`config.mk`:
```
export PLATFORM = sky130hd
export DESIGN_NAME = serial_magnitude_comparator
export DESIGN_NICKNAME = d
export VERILOG_FILES = /design/src/rtl/serial_magnitude_comparator.sv
export SDC_FILE = /design/constraint.sdc
export NUM_CORES = 1
export LEC_CHECK = 0
export CAP_MARGIN = 10
export CORE_MARGIN = 1.5
export CORE_UTILIZATION = 45
export CTS_CLUSTER_DIAMETER = 60
export CTS_CLUSTER_SIZE = 14
export DETAILED_ROUTE_END_ITERATION = 7
export GPL_ROUTABILITY_DRIVEN = 1
export PLACE_DENSITY = 0.72
export SYNTH_ARGS = -nofsm -noshare
export SYNTH_HDL_FRONTEND = slang
export SYNTH_SLANG_ARGS = --single-unit
```
`constraint.sdc`:
```
create_clock -name clk -period 3.1 [get_ports clk]
set_input_delay 0.62 -clock clk [delete_from_list [all_inputs] [get_ports clk]]
set_output_delay 0.62 -clock clk [all_outputs]
set_load 0.01 [all_outputs]
```
`src/rtl/serial_magnitude_comparator.sv`:
```
// serial_magnitude_comparator: MSB-first bit-serial magnitude compare with start/done handshake
module comparator_1_bit (
    input  logic enable,
    input  logic in1,
    input  logic in2,
    output logic in1_greater,
    output logic in2_greater,
    output logic equal
);
    assign in1_greater = enable & in1 & ~in2;
    assign in2_greater = enable & ~in1 & in2;
    assign equal       = enable & ~(in1 ^ in2);
endmodule

module serial_magnitude_comparator #(
    parameter int WIDTH = 32
) (
    input  logic             clk,
    input  logic             rst,
    input  logic             start,
    input  logic             flush,
    input  logic             signed_mode,
    input  logic [WIDTH-1:0] a,
    input  logic [WIDTH-1:0] b,
    output logic             ready,
    output logic             busy,
    output logic             done,
    output logic             a_gt,
    output logic             b_gt,
    output logic             eq
);
    localparam int IW = $clog2(WIDTH);
    typedef enum logic [1:0] {S_IDLE, S_RUN, S_DONE} state_t;
    state_t r_state, w_next;
    logic [WIDTH-1:0] r_a, r_b;
    logic [IW-1:0] r_idx;
    logic r_signed, r_a_gt, r_b_gt, r_eq;
    logic w_in1_gt, w_in2_gt, w_equal, w_swap, w_accept, w_last;
    comparator_1_bit u_cell (
        .enable      (r_state == S_RUN),
        .in1         (r_a[r_idx]),
        .in2         (r_b[r_idx]),
        .in1_greater (w_in1_gt),
        .in2_greater (w_in2_gt),
        .equal       (w_equal)
    );
    // A set sign bit means negative, so a signed decision at the MSB flips sense
    assign w_swap   = r_signed & (r_idx == IW'(WIDTH - 1));
    assign w_accept = start & ~flush;
    assign w_last   = r_idx == '0;
    always_comb begin
        w_next = r_state;
        case (r_state)
            S_IDLE:  w_next = w_accept ? S_RUN : S_IDLE;
            S_RUN:   w_next = flush ? S_IDLE : (!w_equal || w_last) ? S_DONE : S_RUN;
            S_DONE:  w_next = S_IDLE;
            default: w_next = S_IDLE;
        endcase
    end
    always_ff @(posedge clk) begin
        if (rst) r_state <= S_IDLE;
        else     r_state <= w_next;
    end
    always_ff @(posedge clk) begin
        if (rst) begin
            r_a      <= '0;
            r_b      <= '0;
            r_signed <= 1'b0;
            r_idx    <= IW'(WIDTH - 1);
            r_a_gt   <= 1'b0;
            r_b_gt   <= 1'b0;
            r_eq     <= 1'b0;
        end else if (r_state == S_IDLE) begin
            if (w_accept) begin
                r_a      <= a;
                r_b      <= b;
                r_signed <= signed_mode;
                r_idx    <= IW'(WIDTH - 1);
                r_a_gt   <= 1'b0;
                r_b_gt   <= 1'b0;
                r_eq     <= 1'b0;
            end
        end else if (flush) begin
            r_idx  <= IW'(WIDTH - 1);
            r_a_gt <= 1'b0;
            r_b_gt <= 1'b0;
            r_eq   <= 1'b0;
        end else if (r_state == S_RUN) begin
            if (!w_equal) begin
                r_a_gt <= w_swap ? w_in2_gt : w_in1_gt;
                r_b_gt <= w_swap ? w_in1_gt : w_in2_gt;
            end else if (w_last) begin
                r_eq <= 1'b1;
            end else begin
                r_idx <= r_idx - IW'(1);
            end
        end
    end
    assign ready = r_state == S_IDLE;
    assign busy  = r_state == S_RUN;
    assign done  = r_state == S_DONE;
    assign a_gt  = r_a_gt;
    assign b_gt  = r_b_gt;
    assign eq    = r_eq;
endmodule
```
# [After elaboration in Yosys (flattened, before gate mapping)]
# Index checks and enable logic that the tools add are counted.
[classes] eq_ne=6 bitwise_logic=12 muxes=30 order_cmp=1 add_sub_neg=1 reduce_logical=11
[ops] cell="$mux W5" count=6
[ops] cell="$mux W1" count=19
[ops] cell="$bmux W1 S5" count=2
[ops] cell="$reduce_bool A3 Y1" count=3
[ops] cell="$reduce_and A4 Y1" count=2
[ops] cell="$and A1 B1 Y1" count=7
[ops] cell="$lt A5 B6 Y1 const B" count=1
[ops] cell="$ne A3 B3 Y1 const B" count=2
[ops] cell="$eq A5 B5 Y1 const B" count=1
[ops] cell="$logic_not A5 Y1" count=1
[ops] cell="$sub A5 B1 Y5 const B" count=1
[ops] cell="$mux W2" count=2
[ops] cell="$not A1 Y1" count=4
[ops] cell="$pmux W2 S2" count=1
[ops] cell="$reduce_and A3 Y1" count=1
[ops] cell="$eq A2 B1 Y1 const B" count=1
[ops] cell="$eq A2 B2 Y1 const B" count=1
[ops] cell="$logic_not A2 Y1" count=1
[ops] cell="$ne A2 B1 Y1 const B" count=1
[ops] cell="$reduce_and A2 Y1" count=1
[ops] cell="$logic_not A1 Y1" count=1
[ops] cell="$logic_or A1 B1 Y1" count=1
[ops] cell="$xor A1 B1 Y1" count=1
[totals] out_inout_bits=6 word_cells=69 input_bits=69 register_bits=75

# [Logic depth before layout (Yosys ltp)]
[depth] ltp_word=10 depth_mapped=12

# [Modules after synthesis]
# Synthesis repeated with hierarchy kept, for this count alone.
[hier_totals] hier_cells=417 hier_area_um2=3468.3
[modules_own_cells] mod="serial_magnitude_comparator" area_per_inst_um2=3438.3 cells_per_inst=411 seq_area_each_um2=1501.4 n_inst=1
[modules_own_cells] mod="comparator_1_bit" area_per_inst_um2=30.0 cells_per_inst=6 seq_area_each_um2=0.0 n_inst=1

# [Worst setup path after synthesis]
# No wires, ideal clock.
[synth_timing] kind="register to register" from="register r_idx[0]" to="register r_idx[0]" arrival_time_ps=2218 path_stages_with_launch=11 t_required_ps=2979 slack_ps=761 setup_ps=121 n_path_buf=2 cell_sequence="dfxtp_1 > buf_6 > mux4_2 > mux2i_1 > nor3_1 > a211oi_2 > o21ai_2 > nor2b_4 > buf_6 > a31o_4 > mux2_4"
[synth_between] elab_chain_cells=7 elab_cells_between_ends=17 classes_between="1 x add/sub; 1 x eq/ne; 9 x mux; 3 x bitwise; 3 x reduce/logical"
[synth_lines] item="start, declared" line="36" source="logic [IW-1:0] r_idx;"
[synth_lines] item="start signal, assigned" line="69" source="r_idx <= IW'(WIDTH - 1);"
[synth_lines] item="start signal, assigned" line="78" source="r_idx <= IW'(WIDTH - 1);"
[synth_lines] item="start signal, assigned" line="84" source="r_idx <= IW'(WIDTH - 1);"
[synth_lines] item="$bmux W1 S5, on equally long branches" line="41, 42"
[synth_lines] item="$mux W1, on equally long branches" line="41, 42"
[synth_lines] item="$xor A1 B1 Y1" line="12" source="assign equal = enable & ~(in1 ^ in2);"
[synth_lines] item="$not A1 Y1" line="12"
[synth_lines] item="$and A1 B1 Y1" line="12"
[synth_lines] item="$reduce_bool A3 Y1 (no line)"
[synth_lines] item="$reduce_and A4 Y1 (no line)"
# Several ways; a longest one is shown, not always the timed one. The select of a mux whose other input is x is not followed.
# A chain may end at the register's enable or synchronous reset.

# [Worst setup path in the final report]
[layout_timing] from="register r_idx[1]" to="register r_idx[0]"
[layout_between] elab_chain_cells=7 elab_cells_between_ends=11 classes_between="1 x eq/ne; 4 x mux; 3 x bitwise; 3 x reduce/logical"
[layout_lines] item="$bmux W1 S5, on equally long branches" line="41, 42"
[layout_lines] item="$mux W1, on equally long branches" line="41, 42"
[layout_lines] item="$xor A1 B1 Y1" line="12"
[layout_lines] item="$not A1 Y1" line="12"
[layout_lines] item="$and A1 B1 Y1" line="12"
[layout_lines] item="$reduce_bool A3 Y1 (no line)"
[layout_lines] item="$reduce_and A4 Y1 (no line) (*)"
# Every way passes the cells marked *; elsewhere a longest branch is shown, timed or not. The select of a mux whose other input is x is not followed.

==> impl_metrics.csv <==
group,metric,value,unit
outcome,status,"finished, final reports clean",
timing,drv_slew,0,
clock_network,clk_latency,350,ps
timing,max_freq,353.4,MHz
min_path,hold_path_class,"reg2reg",
clock_network,cts.sinks,75,
global_route,grt_pass1_wl,12490,µm
worst_setup_path,start_kind,"flip-flop",
worst_setup_path,crit_required,3340,ps
routing,wl_per_cell,13.08,µm
worst_setup_path,cp_max_fo,14,
place,hpwlAfterDp,5249,µm
die,dieArea,8220,µm²
global_route,antenna_found_initial,0,
global_route,grt_overflow,0,
timing,fin_worst_skew,8.187,ps
place,gp_congestion,0.7742,
timing,final_hold_viol_count,0,
clock_network,cts_hold_buf,0,
worst_setup_path,endpoint_kind,"flip-flop",
clock_network,post_cts_buffers,0,
yosys,ys_warn_count,0,
yosys,ys_ff_latch,75,
global_route,grt_usage,19.14,%
routing,num_vias,2921,
yosys,yosysMostFrequentCell,"nand2_1",
yosys,synth_cells,420,
worst_setup_path,worst_path_max_delay_cell,"dfxtp_1",
routing,drtPass1Iterations,5,
yosys,muxShareOfSynthArea,11.51,%
yosys,synth_fp_nets,492,
pwr,p_per_area,493.9,nW/µm²
final_layout,insertedDiodeCount,0,
final_layout,design_area,4423,µm²
yosys,synthTopCellsByCount,"nand2_1 (137), dfxtp_1 (75), a21oi_1 (72), mux2i_1 (24), clkbuf_1 (19)",
pwr,irDropWorstVdd,0.2315,mV
yosys,synthXorXnorAreaFrac,0,%
timing,final.setup.tns,0,ps
clock_network,ctsResizeCount,0,
job,maxCapViolCount,0,
clock_network,root_buffer,"clkbuf_8",
die,coreArea,7331,µm²
die,num_io_pins,75,
yosys,synthSimpleGateAreaFrac,21.56,%
timing,period_needed,2830,ps
clock_network,tritoncts,"built",
die,die_w,90.67,µm
final_layout,num-nets-final,549,
yosys,synth_top_area_share,43.42,%
final_layout,layout-drive-gt1-share,7.469,%
yosys,synthArstFlopShare,0,%
global_route,grt_pass1_vias,2700,
place,portBuffers,74,
die,initial_core_util,47.18,%
yosys,synth_top_family_by_area,"simple AND/OR/NAND/NOR gates",
routing,drc,0,
clock_network,path_clk_slew,70,ps
final_layout,fin_cells,581,
routing,drt_wl_total,7599,µm
pwr,power_leakage,1.773,nW
yosys,synth-compound-area-share,16.43,%
die,rows,31,
routing,drtIter0Drc,150,
timing,worst_pin_slew,1174,ps
yosys,syn_avg_cell_area,8.234,µm²
final_layout,register_area,1501,µm²
clock_network,clock_path_buffers,2,
worst_setup_path,slowest_delay,650,ps
final_layout,areaGrowthSynthToFinish,27.89,%
timing,fin_crit_sh,91.28,%
clock_network,htree_levels,3,
place,placed_cells,565,
worst_setup_path,critical_path_class,"reg2reg",
final_layout,multiInputGateArea,1757,µm²
timing,rsz0062_at_grt,"no",
timing,maxSlewHeadroom,21.70,%
timing,setup_violations,0,
final_layout,fillers,664,
routing,drtAntennaViolNets,0,
yosys,synth-edff-count,0,
yosys,yosys-top-cells-area,"dfxtp_1 (43%), nand2_1 (15%), a21oi_1 (10%)",
worst_setup_path,arrival,3070,ps
worst_setup_path,crit_chain,"mux4_1 -> mux2i_1 -> o22ai_1 -> a211oi_2 -> nor3_1 -> nor2b_4 -> nand3_1 -> mux2_4",
die,die_h,90.67,µm
yosys,synthAdderAreaFrac,1.085,%
yosys,synth_ff_type,"dfxtp_1",
global_route,grt_max_degree,66,
yosys,yosysUniqueCellTypes,43,
yosys,ys_seq_area_share,43.42,%
yosys,yosys.area.top_type,"dfxtp_1",
place,place_area,4183,µm²
yosys,syn_area,3458,µm²
clock_network,cts_buffers,9,
routing,via_per_inst,5.028,
==> kinds of logic after synthesis <==
kind of cell / after synthesis
AND/OR/NAND/NOR: 176
AO/OA/AOI/OAI: 96
flip-flops: 75
buffers and inverters: 39
multiplexers: 31
adder cells (fa/ha/maj): 3
==> state kept, by name (all words and copies together), names as in the netlist <==
| name | count |
|---|---|
| b_gt | 1 |
| r_idx | 5 |
| r_signed | 1 |
| eq | 1 |
| r_a | 32 |
| a_gt | 1 |
| r_state | 2 |
| r_b | 32 |
==> cell usage in the layout (no fill, tap or decap), types with 2 or more instances in the layout <==
| cell | n |
|---|---|
| nand3_1 | 4 |
| inv_1 | 8 |
| clkdlybuf4s50_1 | 73 |
| bufinv_16 | 3 |
| clkinv_2 | 2 |
| or2_2 | 4 |
| clkbuf_8 | 9 |
| nor2b_1 | 2 |
| nand4_1 | 4 |
| buf_4 | 2 |
| nand2b_1 | 6 |
| mux4_2 | 4 |
| and2b_1 | 2 |
| and2_1 | 2 |
| ha_1 | 3 |
| a31oi_1 | 2 |
| nand2_1 | 137 |
| nor2_1 | 7 |
| a21oi_1 | 72 |
| a22oi_1 | 6 |
| nor3_1 | 3 |
| dfxtp_1 | 75 |
| o22ai_1 | 3 |
| mux2i_1 | 24 |
| mux4_1 | 2 |
==> cell type report <==
cell class / instances / area share [%]
multi-input cells: 306 / 39.72
flip-flops and latches: 75 / 33.95
repair buffers: 77 / 17.43
clock buffers: 9 / 2.801
well taps: 99 / 2.801
clock inverters: 7 / 2.631
inverters: 8 / 0.6789
==> routing by layer <==
| metal | routed length [µm] | GRT usage [%] | up-vias |
|---|---|---|---|
| met2 | 3524 | 29.64 | 55 |
| li1 | - | - | 1534 |
| met1 | 3659 | 25.78 | 1320 |
| met4 | 125 | 9.259 | 0 |
| met3 | 290 | 3.283 | 12 |
| met5 | 0 | 0 | - |
==> per-stage QoR <==
| step | worst slack [ps] | hold WS (ps) | utilization [%] | power (W) |
|---|---|---|---|---|
| 6_report | 270.4 | 454.1 | 60.33 | 0.002185 |
| 5_1_grt | 87.69 | 469.4 | 60.33 | 0.002263 |
| 4_1_cts | 305.8 | 456.4 | 60.33 | 0.002196 |
| 3_5_place_dp | 246.6 | 445.5 | 57.06 | 0.001305 |
| 3_3_place_gp | 360.0 | 438.8 | 57.06 | 0.001298 |
| 2_1_floorplan | 760.6 | 431.5 | - | 0.001186 |
==> power breakdown <==
group / switching, W / internal [W] / total [W]
Combinational: 0.000117 / 0.000137 / 0.000254
Sequential: 0.0000227 / 0.00101 / 0.00103
Clock: 0.000370 / 0.000533 / 0.000902
Total: 0.000509 / 0.00168 / 0.00218
==> worst paths after layout <==
path | start | end | slack [ps] | cells after the start
max reg2reg | r_idx[1]$_SDFFE_PP1P_ | r_idx[0]$_SDFFE_PP1P_ | 270 | 8
min reg2reg | r_b[24]$_SDFFE_PP0P_ | r_b[24]$_SDFFE_PP0P_ | 450 | 2
min | r_b[24]$_SDFFE_PP0P_ | r_b[24]$_SDFFE_PP0P_ | 450 | 2
max | r_idx[1]$_SDFFE_PP1P_ | r_idx[0]$_SDFFE_PP1P_ | 270 | 8
==> worst max-delay path: cells and delay by family (launching register included) <==
family	cells	cell delay, ps
muxes	3	1120
AOI/OAI and AO/OA	2	330
DFF	1	650
and+or+nand+nor	3	610
Power figures use the tool's default switching activity.
